### config.mk
export PLATFORM = sky130hd
export DESIGN_NAME = armleocpu_mul_ctrl_flat
export DESIGN_NICKNAME = d
export VERILOG_FILES = /design/src/rtl/armleocpu_mul_ctrl_if.sv /design/src/rtl/armleocpu_mul_ctrl.sv /design/src/flat_wrapper.sv
export SDC_FILE = /design/constraint.sdc
export NUM_CORES = 1
export LEC_CHECK = 0
export ABC_AREA = 1
export CAP_MARGIN = 10
export CORE_AREA = 2 2 186 188
export CTS_BUF_LIST = sky130_fd_sc_hd__clkbuf_2 sky130_fd_sc_hd__clkbuf_4 sky130_fd_sc_hd__clkbuf_8
export DETAILED_ROUTE_END_ITERATION = 8
export DIE_AREA = 0 0 188 190
export PLACE_DENSITY = 0.79
export SKIP_LAST_GASP = 1
export SYNTH_ARGS = -nofsm -noshare
export SYNTH_HDL_FRONTEND = slang
export SYNTH_SLANG_ARGS = --single-unit
### constraint.sdc
create_clock -name clk -period 2 [get_ports clk]
set_clock_uncertainty 0.1 [all_clocks]
set_input_delay 0.2 -clock clk [delete_from_list [all_inputs] [get_ports clk]]
set_output_delay 0.2 -clock clk [all_outputs]
set_load 0.01 [all_outputs]
### src/rtl/armleocpu_mul_ctrl_if.sv
// Handshake bundle between the execute stage, the multiply sequencer and the iterative multiplier.
// The slave modport is the sequencer's view; the master modport is its environment's view.
interface armleocpu_mul_ctrl_if;
    logic        req_valid;
    logic [1:0]  req_op;
    logic [31:0] req_a;
    logic [31:0] req_b;
    logic        req_kill;
    logic        busy;
    logic        resp_valid;
    logic [31:0] resp_data;
    logic        mult_valid;
    logic [31:0] mult_factor0;
    logic [31:0] mult_factor1;
    logic        mult_ready;
    logic [63:0] mult_result;

    modport slave (
        input  req_valid, req_op, req_a, req_b, req_kill, mult_ready, mult_result,
        output busy, resp_valid, resp_data, mult_valid, mult_factor0, mult_factor1
    );

    modport master (
        output req_valid, req_op, req_a, req_b, req_kill, mult_ready, mult_result,
        input  busy, resp_valid, resp_data, mult_valid, mult_factor0, mult_factor1
    );
endinterface

### src/rtl/armleocpu_mul_ctrl.sv
// Multiply sequencer: decodes MUL/MULH/MULHSU/MULHU, drives an unsigned multiplier, sign-corrects, caches last product.
// Latency: cache hit 1 cycle; miss = one cycle after mult_ready. Requests are only taken while busy is low.
module armleocpu_mul_ctrl (
    input  logic                       clk,
    input  logic                       rst_n,
    armleocpu_mul_ctrl_if.slave        bus
);
    typedef enum logic [1:0] {S_IDLE, S_ISSUE, S_WAIT} state_t;

    localparam logic [1:0] OP_MUL    = 2'b00;
    localparam logic [1:0] OP_MULH   = 2'b01;
    localparam logic [1:0] OP_MULHSU = 2'b10;

    state_t      r_state, w_state_nxt;
    logic        r_busy, w_busy_nxt;
    logic        r_resp_valid, w_resp_valid_nxt;
    logic [31:0] r_resp_data, w_resp_data_nxt;
    logic        r_mult_valid, w_mult_valid_nxt;
    logic [31:0] r_factor0, w_factor0_nxt;
    logic [31:0] r_factor1, w_factor1_nxt;
    logic [1:0]  r_op, w_op_nxt;
    logic        r_neg, w_neg_nxt;
    logic [31:0] r_ka, w_ka_nxt;
    logic [31:0] r_kb, w_kb_nxt;
    logic        r_ksa, w_ksa_nxt;
    logic        r_ksb, w_ksb_nxt;
    logic        r_kill, w_kill_nxt;
    logic        r_cv, w_cv_nxt;
    logic [31:0] r_ca, w_ca_nxt;
    logic [31:0] r_cb, w_cb_nxt;
    logic        r_csa, w_csa_nxt;
    logic        r_csb, w_csb_nxt;
    logic [63:0] r_cprod, w_cprod_nxt;

    logic        w_sa, w_sb, w_neg_a, w_neg_b, w_hit;
    logic [31:0] w_mag_a, w_mag_b, w_hit_data, w_res_data;
    logic [63:0] w_prod;

    assign w_sa    = (bus.req_op == OP_MULH) || (bus.req_op == OP_MULHSU);
    assign w_sb    = (bus.req_op == OP_MULH);
    assign w_neg_a = w_sa & bus.req_a[31];
    assign w_neg_b = w_sb & bus.req_b[31];
    assign w_mag_a = w_neg_a ? (~bus.req_a + 32'd1) : bus.req_a;
    assign w_mag_b = w_neg_b ? (~bus.req_b + 32'd1) : bus.req_b;

    // Low half of the product does not depend on signedness, so MUL may reuse any cached pass.
    assign w_hit = r_cv && (bus.req_a == r_ca) && (bus.req_b == r_cb) &&
                   ((bus.req_op == OP_MUL) || ((w_sa == r_csa) && (w_sb == r_csb)));
    assign w_hit_data = (bus.req_op == OP_MUL) ? r_cprod[31:0] : r_cprod[63:32];

    assign w_prod     = r_neg ? (~bus.mult_result + 64'd1) : bus.mult_result;
    assign w_res_data = (r_op == OP_MUL) ? w_prod[31:0] : w_prod[63:32];

    always_comb begin
        w_state_nxt      = r_state;
        w_resp_valid_nxt = 1'b0;
        w_resp_data_nxt  = r_resp_data;
        w_mult_valid_nxt = 1'b0;
        w_factor0_nxt    = r_factor0;
        w_factor1_nxt    = r_factor1;
        w_op_nxt         = r_op;
        w_neg_nxt        = r_neg;
        w_ka_nxt         = r_ka;
        w_kb_nxt         = r_kb;
        w_ksa_nxt        = r_ksa;
        w_ksb_nxt        = r_ksb;
        w_kill_nxt       = r_kill;
        w_cv_nxt         = r_cv;
        w_ca_nxt         = r_ca;
        w_cb_nxt         = r_cb;
        w_csa_nxt        = r_csa;
        w_csb_nxt        = r_csb;
        w_cprod_nxt      = r_cprod;

        case (r_state)
            S_IDLE: begin
                if (bus.req_valid && !bus.req_kill) begin
                    if (w_hit) begin
                        w_resp_valid_nxt = 1'b1;
                        w_resp_data_nxt  = w_hit_data;
                    end else begin
                        w_state_nxt      = S_ISSUE;
                        w_mult_valid_nxt = 1'b1;
                        w_factor0_nxt    = w_mag_a;
                        w_factor1_nxt    = w_mag_b;
                        w_op_nxt         = bus.req_op;
                        w_neg_nxt        = w_neg_a ^ w_neg_b;
                        w_ka_nxt         = bus.req_a;
                        w_kb_nxt         = bus.req_b;
                        w_ksa_nxt        = w_sa;
                        w_ksb_nxt        = w_sb;
                    end
                end
            end
            S_ISSUE: begin
                w_state_nxt = S_WAIT;
                if (bus.req_kill) begin
                    w_kill_nxt = 1'b1;
                    w_cv_nxt   = 1'b0;
                end
            end
            S_WAIT: begin
                if (bus.req_kill) begin
                    w_kill_nxt = 1'b1;
                    w_cv_nxt   = 1'b0;
                end
                // A kill arriving together with mult_ready still discards the result.
                if (bus.mult_ready) begin
                    w_state_nxt = S_IDLE;
                    w_kill_nxt  = 1'b0;
                    if (!(r_kill || bus.req_kill)) begin
                        w_resp_valid_nxt = 1'b1;
                        w_resp_data_nxt  = w_res_data;
                        w_cv_nxt         = 1'b1;
                        w_ca_nxt         = r_ka;
                        w_cb_nxt         = r_kb;
                        w_csa_nxt        = r_ksa;
                        w_csb_nxt        = r_ksb;
                        w_cprod_nxt      = w_prod;
                    end
                end
            end
            default: w_state_nxt = S_IDLE;
        endcase

        w_busy_nxt = (w_state_nxt != S_IDLE);
    end

    always_ff @(posedge clk) begin
        if (!rst_n) begin
            r_state      <= S_IDLE;
            r_busy       <= 1'b0;
            r_resp_valid <= 1'b0;
            r_resp_data  <= 32'd0;
            r_mult_valid <= 1'b0;
            r_factor0    <= 32'd0;
            r_factor1    <= 32'd0;
            r_op         <= 2'd0;
            r_neg        <= 1'b0;
            r_ka         <= 32'd0;
            r_kb         <= 32'd0;
            r_ksa        <= 1'b0;
            r_ksb        <= 1'b0;
            r_kill       <= 1'b0;
            r_cv         <= 1'b0;
            r_ca         <= 32'd0;
            r_cb         <= 32'd0;
            r_csa        <= 1'b0;
            r_csb        <= 1'b0;
            r_cprod      <= 64'd0;
        end else begin
            r_state      <= w_state_nxt;
            r_busy       <= w_busy_nxt;
            r_resp_valid <= w_resp_valid_nxt;
            r_resp_data  <= w_resp_data_nxt;
            r_mult_valid <= w_mult_valid_nxt;
            r_factor0    <= w_factor0_nxt;
            r_factor1    <= w_factor1_nxt;
            r_op         <= w_op_nxt;
            r_neg        <= w_neg_nxt;
            r_ka         <= w_ka_nxt;
            r_kb         <= w_kb_nxt;
            r_ksa        <= w_ksa_nxt;
            r_ksb        <= w_ksb_nxt;
            r_kill       <= w_kill_nxt;
            r_cv         <= w_cv_nxt;
            r_ca         <= w_ca_nxt;
            r_cb         <= w_cb_nxt;
            r_csa        <= w_csa_nxt;
            r_csb        <= w_csb_nxt;
            r_cprod      <= w_cprod_nxt;
        end
    end

    assign bus.busy         = r_busy;
    assign bus.resp_valid   = r_resp_valid;
    assign bus.resp_data    = r_resp_data;
    assign bus.mult_valid   = r_mult_valid;
    assign bus.mult_factor0 = r_factor0;
    assign bus.mult_factor1 = r_factor1;
endmodule

### src/flat_wrapper.sv
// flat-port wrapper written by rule: the top's interface ports become plain ports
module armleocpu_mul_ctrl_flat 
  (clk, rst_n, bus_req_valid, bus_req_op, bus_req_a, bus_req_b, bus_req_kill, bus_mult_ready, bus_mult_result, bus_busy, bus_resp_valid, bus_resp_data, bus_mult_valid, bus_mult_factor0, bus_mult_factor1);
  armleocpu_mul_ctrl_if bus_i ();
  input  logic clk;
  input  logic rst_n;
  input wire logic [$bits(bus_i.req_valid)-1:0] bus_req_valid;
  input wire logic [$bits(bus_i.req_op)-1:0] bus_req_op;
  input wire logic [$bits(bus_i.req_a)-1:0] bus_req_a;
  input wire logic [$bits(bus_i.req_b)-1:0] bus_req_b;
  input wire logic [$bits(bus_i.req_kill)-1:0] bus_req_kill;
  input wire logic [$bits(bus_i.mult_ready)-1:0] bus_mult_ready;
  input wire logic [$bits(bus_i.mult_result)-1:0] bus_mult_result;
  output wire logic [$bits(bus_i.busy)-1:0] bus_busy;
  output wire logic [$bits(bus_i.resp_valid)-1:0] bus_resp_valid;
  output wire logic [$bits(bus_i.resp_data)-1:0] bus_resp_data;
  output wire logic [$bits(bus_i.mult_valid)-1:0] bus_mult_valid;
  output wire logic [$bits(bus_i.mult_factor0)-1:0] bus_mult_factor0;
  output wire logic [$bits(bus_i.mult_factor1)-1:0] bus_mult_factor1;
  assign bus_i.req_valid = bus_req_valid;
  assign bus_i.req_op = bus_req_op;
  assign bus_i.req_a = bus_req_a;
  assign bus_i.req_b = bus_req_b;
  assign bus_i.req_kill = bus_req_kill;
  assign bus_i.mult_ready = bus_mult_ready;
  assign bus_i.mult_result = bus_mult_result;
  assign bus_busy = bus_i.busy;
  assign bus_resp_valid = bus_i.resp_valid;
  assign bus_resp_data = bus_i.resp_data;
  assign bus_mult_valid = bus_i.mult_valid;
  assign bus_mult_factor0 = bus_i.mult_factor0;
  assign bus_mult_factor1 = bus_i.mult_factor1;
  armleocpu_mul_ctrl u_core (.clk(clk), .rst_n(rst_n), .bus(bus_i));
endmodule
After elaboration in Yosys (flattened, before gate mapping):

Index checks and enable logic that the tools add are counted.

* add/subtract/negate cells: 3
* multiply operators: 0
* div/mod/pow operators: 0
* order comparisons: 0
* equal/unequal tests: 12
* shifts and indexed selects: 0
* muxes and demuxes: 27
* bitwise logic cells: 8
* reductions and logical operators: 19

Operator list (count)
* 2-to-1 mux 32 bit: 8
* adder 32 x 1 -> 32 bit (second input constant): 2
* adder 64 x 1 -> 64 bit (second input constant): 1
* == test 32 bit: 2
* 2-to-1 mux 64 bit: 1
* inverter 32 bit: 2
* inverter 64 bit: 1
* case mux 32 bit (2 select lines): 1
* 2-to-1 mux 1 bit: 10
* AND reduction 3 bit: 3
* zero test 2 bit: 3
* 2-to-1 mux 2 bit: 3
* case mux 1 bit (2 select lines): 3
* case mux 2 bit (3 select lines): 1
* nonzero test 2 bit: 3
* logical AND 1 bit: 5
* AND reduction 5 bit: 1
* == test 2 x 1 -> 1 bit (second input constant): 2
* == test 2 bit (second input constant): 2
* != test 2 x 1 -> 1 bit (second input constant): 2
* != test 2 bit (second input constant): 2
* logical OR 1 bit: 3
* bitwise AND 1 bit: 2
* == test 1 bit: 2
* other kinds (3): 4

* flip-flop bits (word level): 302
* latch bits: 0
* RAM bits: 0
* bits in read-only memories: 0
* input bits: 135
* output and inout bits: 99
* memories: 0

Logic depth before layout (Yosys ltp):

* depth after elaboration: 10
* mapped depth: 16
* mapped depth without buffers: 16

Least setup slack after synthesis:

Ideal clock, no wire load.

* path type: reg-to-reg
* from: register u_core.r_state[0]
* to: register u_core.r_ca[10]
* library setup time: 0.128 ns
* arrival time: 1.759 ns
* required time: 1.772 ns
* slack: 0.013 ns
* cell stages (with the launch flop): 10
* clock period less this slack: 1.987 ns
* path through: dfxtp_1 -> inv_1 -> ha_1 -> nand2_1 -> nor3_2 -> inv_1 -> clkbuf_1 -> clkbuf_1 -> clkbuf_1 -> a21oi_1

* word-level cells in the longest chain between the ends: 2

Ends and longest elaborated chain
* start, declared: RTL line armleocpu_mul_ctrl.sv:14 `state_t r_state, w_state_nxt;`
* start signal, assigned: RTL line armleocpu_mul_ctrl.sv:152 `r_state <= w_state_nxt;`
* == test 2 bit: RTL line armleocpu_mul_ctrl.sv:75 `case (r_state)`
* AND reduction 3 bit (no source line)
* end signal, assigned: RTL line armleocpu_mul_ctrl.sv:167 `r_ca <= w_ca_nxt;`
* end, declared: RTL line armleocpu_mul_ctrl.sv:29 `logic [31:0] r_ca, w_ca_nxt;`

No other way between the ends.
A chain may end at the register's enable or synchronous reset.

Final worst setup path:

* from: register u_core.r_ca[11]
* to: register u_core.r_factor0[26], in the netlist u_core.bus.mult_factor0[26]

* word-level cells in the longest chain between the ends: 6

Ends and longest elaborated chain
* == test 32 bit: RTL line armleocpu_mul_ctrl.sv:47 `assign w_hit = r_cv && (bus.req_a == r_ca) && (bus.req_b == r_cb) &&`
* logical AND 1 bit (3 in series): RTL line armleocpu_mul_ctrl.sv:47
* inverter 1 bit (no source line)
* AND reduction 3 bit (no source line)
* end signal, assigned: RTL line armleocpu_mul_ctrl.sv:157 `r_factor0 <= w_factor0_nxt;`
* end, declared: RTL line armleocpu_mul_ctrl.sv:19 `logic [31:0] r_factor0, w_factor0_nxt;`

No other way between the ends.

==> impl_metrics.env <==
export IMPL_outcome="finished, violations left"
export IMPL_violations="negative setup slack"
export IMPL_drv_cap=0
export IMPL_use_met3_pct=4.35
export IMPL_crit_arrival_ns=2.66
export IMPL_drt_pass1_iter_count=6
export IMPL_port_buffers=233
export IMPL_cts_sinks=300
export IMPL_die_height_um=190
export IMPL_whs_ns=0.148
export IMPL_dr_total_vias=20000
export IMPL_instances_no_fill=3796
export IMPL_min_period_ns=2.28
export IMPL_final_layout_size_suffix_gt1_share_pct=22.4
export IMPL_grt_util_met1_pct=40.5
export IMPL_die_area_um2=35700
export IMPL_nets=3445
export IMPL_htree_levels=2
export IMPL_power_density_nw_per_um2=685
export IMPL_netlist_area_um2=17400
export IMPL_dieWidth_um=188
export IMPL_min_path_type="input pin to flop"
export IMPL_start_kind="flop"
export IMPL_grt_pass1_vias=19400
export IMPL_postSynthCellCount=2741
export IMPL_dp_hpwl_um=43600
export IMPL_min_period_over_period_pct=114
export IMPL_area_growth_pct=41.1
export IMPL_grt_max_degree=93
export IMPL_relSlewSlack_pct=60.7
export IMPL_numCtsBuffers=51
export IMPL_grt_pass1_wl_um=96400
export IMPL_synth_distinct_cells=35
export IMPL_synth_edf_count=0
export IMPL_start_util_pct=51.2
export IMPL_syn_num_nets=2885
export IMPL_ioPinCount=234
export IMPL_met2_usage_pct=58.7
export IMPL_rsz0062_at_grt="true"
export IMPL_final_max_slew_viol_count=0
export IMPL_route_detailed_drc=0
export IMPL_overflow=0
export IMPL_cts_root_buf="clkbuf_8"
export IMPL_timing_fmax_mhz=439
export IMPL_drtIter0Drc=1742
export IMPL_post_place_cells=3686
export IMPL_routedWlPerCell_um=16.4
export IMPL_pre_cts_ws_ns=-0.724
export IMPL_fin_ws_ns=-0.278
export IMPL_cp_max_fo=11
export IMPL_crit_type="flop to flop"
export IMPL_ys_warn_count=0
export IMPL_dpl_cell_area_um2=22800
export IMPL_critical_path_required_ns=2.38
export IMPL_rows=68
export IMPL_via_per_inst=5.28
export IMPL_antenna_found_initial=0
export IMPL_synthFlopType="dfxtp_1"
export IMPL_clk_pin_slew_ns=0.06
export IMPL_antennaDiodeCount=0
export IMPL_ys_ff_latch=300
export IMPL_hold_viol_final=0
export IMPL_coreArea_um2=33900
export IMPL_worstSkewPairLatency_ns=0.61
export IMPL_cp_end_kind="flop"
export IMPL_worst_pin_slew_ns=0.589
export IMPL_cts_tree="yes"
export IMPL_ys_seq_area_share_pct=34.5
export IMPL_p_leak_nw=11.4
export IMPL_grt_busiest_layer="met2"
export IMPL_postLayoutCellArea_um2=24500
export IMPL_peakVddDrop_mv=0.612
export IMPL_ys_async_sr_fraction_pct=0
export IMPL_ant_nets=0
export IMPL_clockBufferDepth=3
export IMPL_grtUsageTotal_pct=33.4
export IMPL_avgSynthCellArea_um2=6.34
export IMPL_wl_um=62400
export IMPL_gp_congestion=0.976
export IMPL_setup_violations_final=166
path summary, 6_finish.rpt:
path | startpoint | endpoint | slack [ns] | depth (start not counted)
max | u_core.r_ca[11] | u_core.bus.mult_factor0[26] | -0.28 | 16
min | bus_req_a[1] | u_core.r_ka[1] | 0.15 | 3
max reg2reg | u_core.r_ca[11] | u_core.bus.mult_factor0[26] | -0.28 | 16
min reg2reg | u_core.bus.mult_factor0[18] | u_core.bus.mult_factor0[18] | 0.36 | 2
synthesized netlist by cell type, types with 2 or more instances:
cell type,instances,share of area [%]
a21oi_1,104,3.0
nand3b_1,15,0.65
ha_1,9,0.65
nor2_1,440,9.5
xor2_1,73,3.7
o21a_1,2,0.086
inv_1,287,6.2
buf_4,2,0.086
nand2_1,751,16
inv_2,27,0.58
buf_1,15,0.32
o31ai_1,4,0.17
nand4_1,16,0.58
o211ai_1,40,1.7
or2_2,2,0.072
xnor2_1,16,0.81
nand2_2,62,2.2
clkbuf_1,84,1.8
nand3_1,148,4.3
o21bai_1,4,0.17
a21oi_2,90,4.5
dfxtp_1,300,35
clkbuf_2,2,0.058
o21ai_1,7,0.20
buf_2,20,0.58
buf_12,7,0.81
o21ai_0,194,5.6
buf_6,5,0.32
nor3_1,9,0.26
cells by family (layout without fill, tap and decap cells):
family | after synthesis | in the layout | share of synthesized area (%)
xor gates and xnor gates | 89 | 89 | 4.48
and+or+nand+nor | 1446 | 1447 | 33.9
DFF | 300 | 300 | 34.5
buffers and inverters | 449 | 1048 | 10.8
adders and majority gates | 9 | 9 | 0.648
AOI/OAI and AO/OA | 448 | 448 | 15.6
power by group:
group	leakage, nW	switching [mW]	internal [mW]	total (mW)
clock network	0.579	2.63	3.35	5.98
logic	8.34	2.30	1.96	4.26
registers	2.44	0.221	6.34	6.57
total	11.4	5.15	11.7	16.8
cell type report:
class	instances	area, µm²
Sequential cell	300	6020
Clock inverter	12	101
Timing Repair Buffer	641	5910
Tap cell	455	569
Multi-Input combinational cell	1993	9730
Inverter	314	1200
Fill cell	2604	9410
Clock buffer	81	1010
sequential cells by signal, summed over array words and instances, names as in the netlist:
register                 count
u_core.r_cprod              64
u_core.bus.resp_data        32
u_core.r_ca                 32
u_core.r_cb                 32
u_core.r_ka                 32
u_core.r_kb                 32
u_core.bus.mult_factor0     31
u_core.bus.mult_factor1     31
u_core.r_op                  2
u_core.r_state               2
u_core.bus.busy              1
u_core.bus.mult_valid        1
u_core.bus.resp_valid        1
u_core.r_csa                 1
u_core.r_csb                 1
u_core.r_cv                  1
u_core.r_kill                1
u_core.r_ksa                 1
u_core.r_ksb                 1
u_core.r_neg                 1
timing repair:
item | in CTS | in global routing
gates resized for setup | 23 | 69
hold buffers | 1 | 1
pin swaps | 6 | 27
buffers inserted | 5 | 1
gates cloned | 5 | 5
endpoints found under the hold margin | 23 | 1
setup endpoints to repair | 166 | 220
metrics by stage:
stage | util, % | power (mW) | TNS, ns
final | 72.3 | 16.8 | -28.38
after global placement | 67.3 | 10.5 | -122.06
after global routing | 72.3 | 17.5 | -53.03
after detailed placement | 67.3 | 10.6 | -124.87
after CTS | 71.3 | 16.7 | -14.17
after floorplan | - | 8.64 | 0
per-layer routing:
layer,part of all wire (%),vias to the layer above
li1,-,9707
met1,40,9169
met2,48,972
met3,7.8,195
met4,4.7,0
met5,0,-
cells in the final DEF (no fill, tap or decap), types with 9 or more instances in the layout:
cell / synthesis / routed
a21oi_1: 104 / 98
a21oi_2: 90 / 96
buf_12: 7 / 23
buf_4: 2 / 367
clkbuf_4: 0 / 16
clkbuf_8: 0 / 65
clkdlybuf4s50_1: 0 / 229
dfxtp_1: 300 / 291
dfxtp_2: 0 / 9
inv_1: 287 / 284
inv_2: 27 / 27
nand2_1: 751 / 729
nand2_2: 62 / 76
nand3_1: 148 / 145
nand3b_1: 15 / 15
nand4_1: 16 / 16
nor2_1: 440 / 422
nor2_2: 1 / 18
nor3_1: 9 / 9
o211ai_1: 40 / 40
o21ai_0: 194 / 193
xnor2_1: 16 / 16
xor2_1: 73 / 73
worst max-delay path: stages (launching register included):
cell	delay, ns
dfxtp_1	0.33
inv_1	0.07
nand2_1	0.11
nand2_1	0.08
nor2_1	0.10
nand2_1	0.07
nor2_2	0.13
nand3_2	0.15
nor2_4	0.15
buf_6	0.11
nand2_4	0.06
nand3_4	0.10
buf_12	0.13
inv_12	0.07
buf_16	0.15
o21bai_1	0.17
nor2_1	0.07
Note: power is estimated with default switching activity, not from simulation.
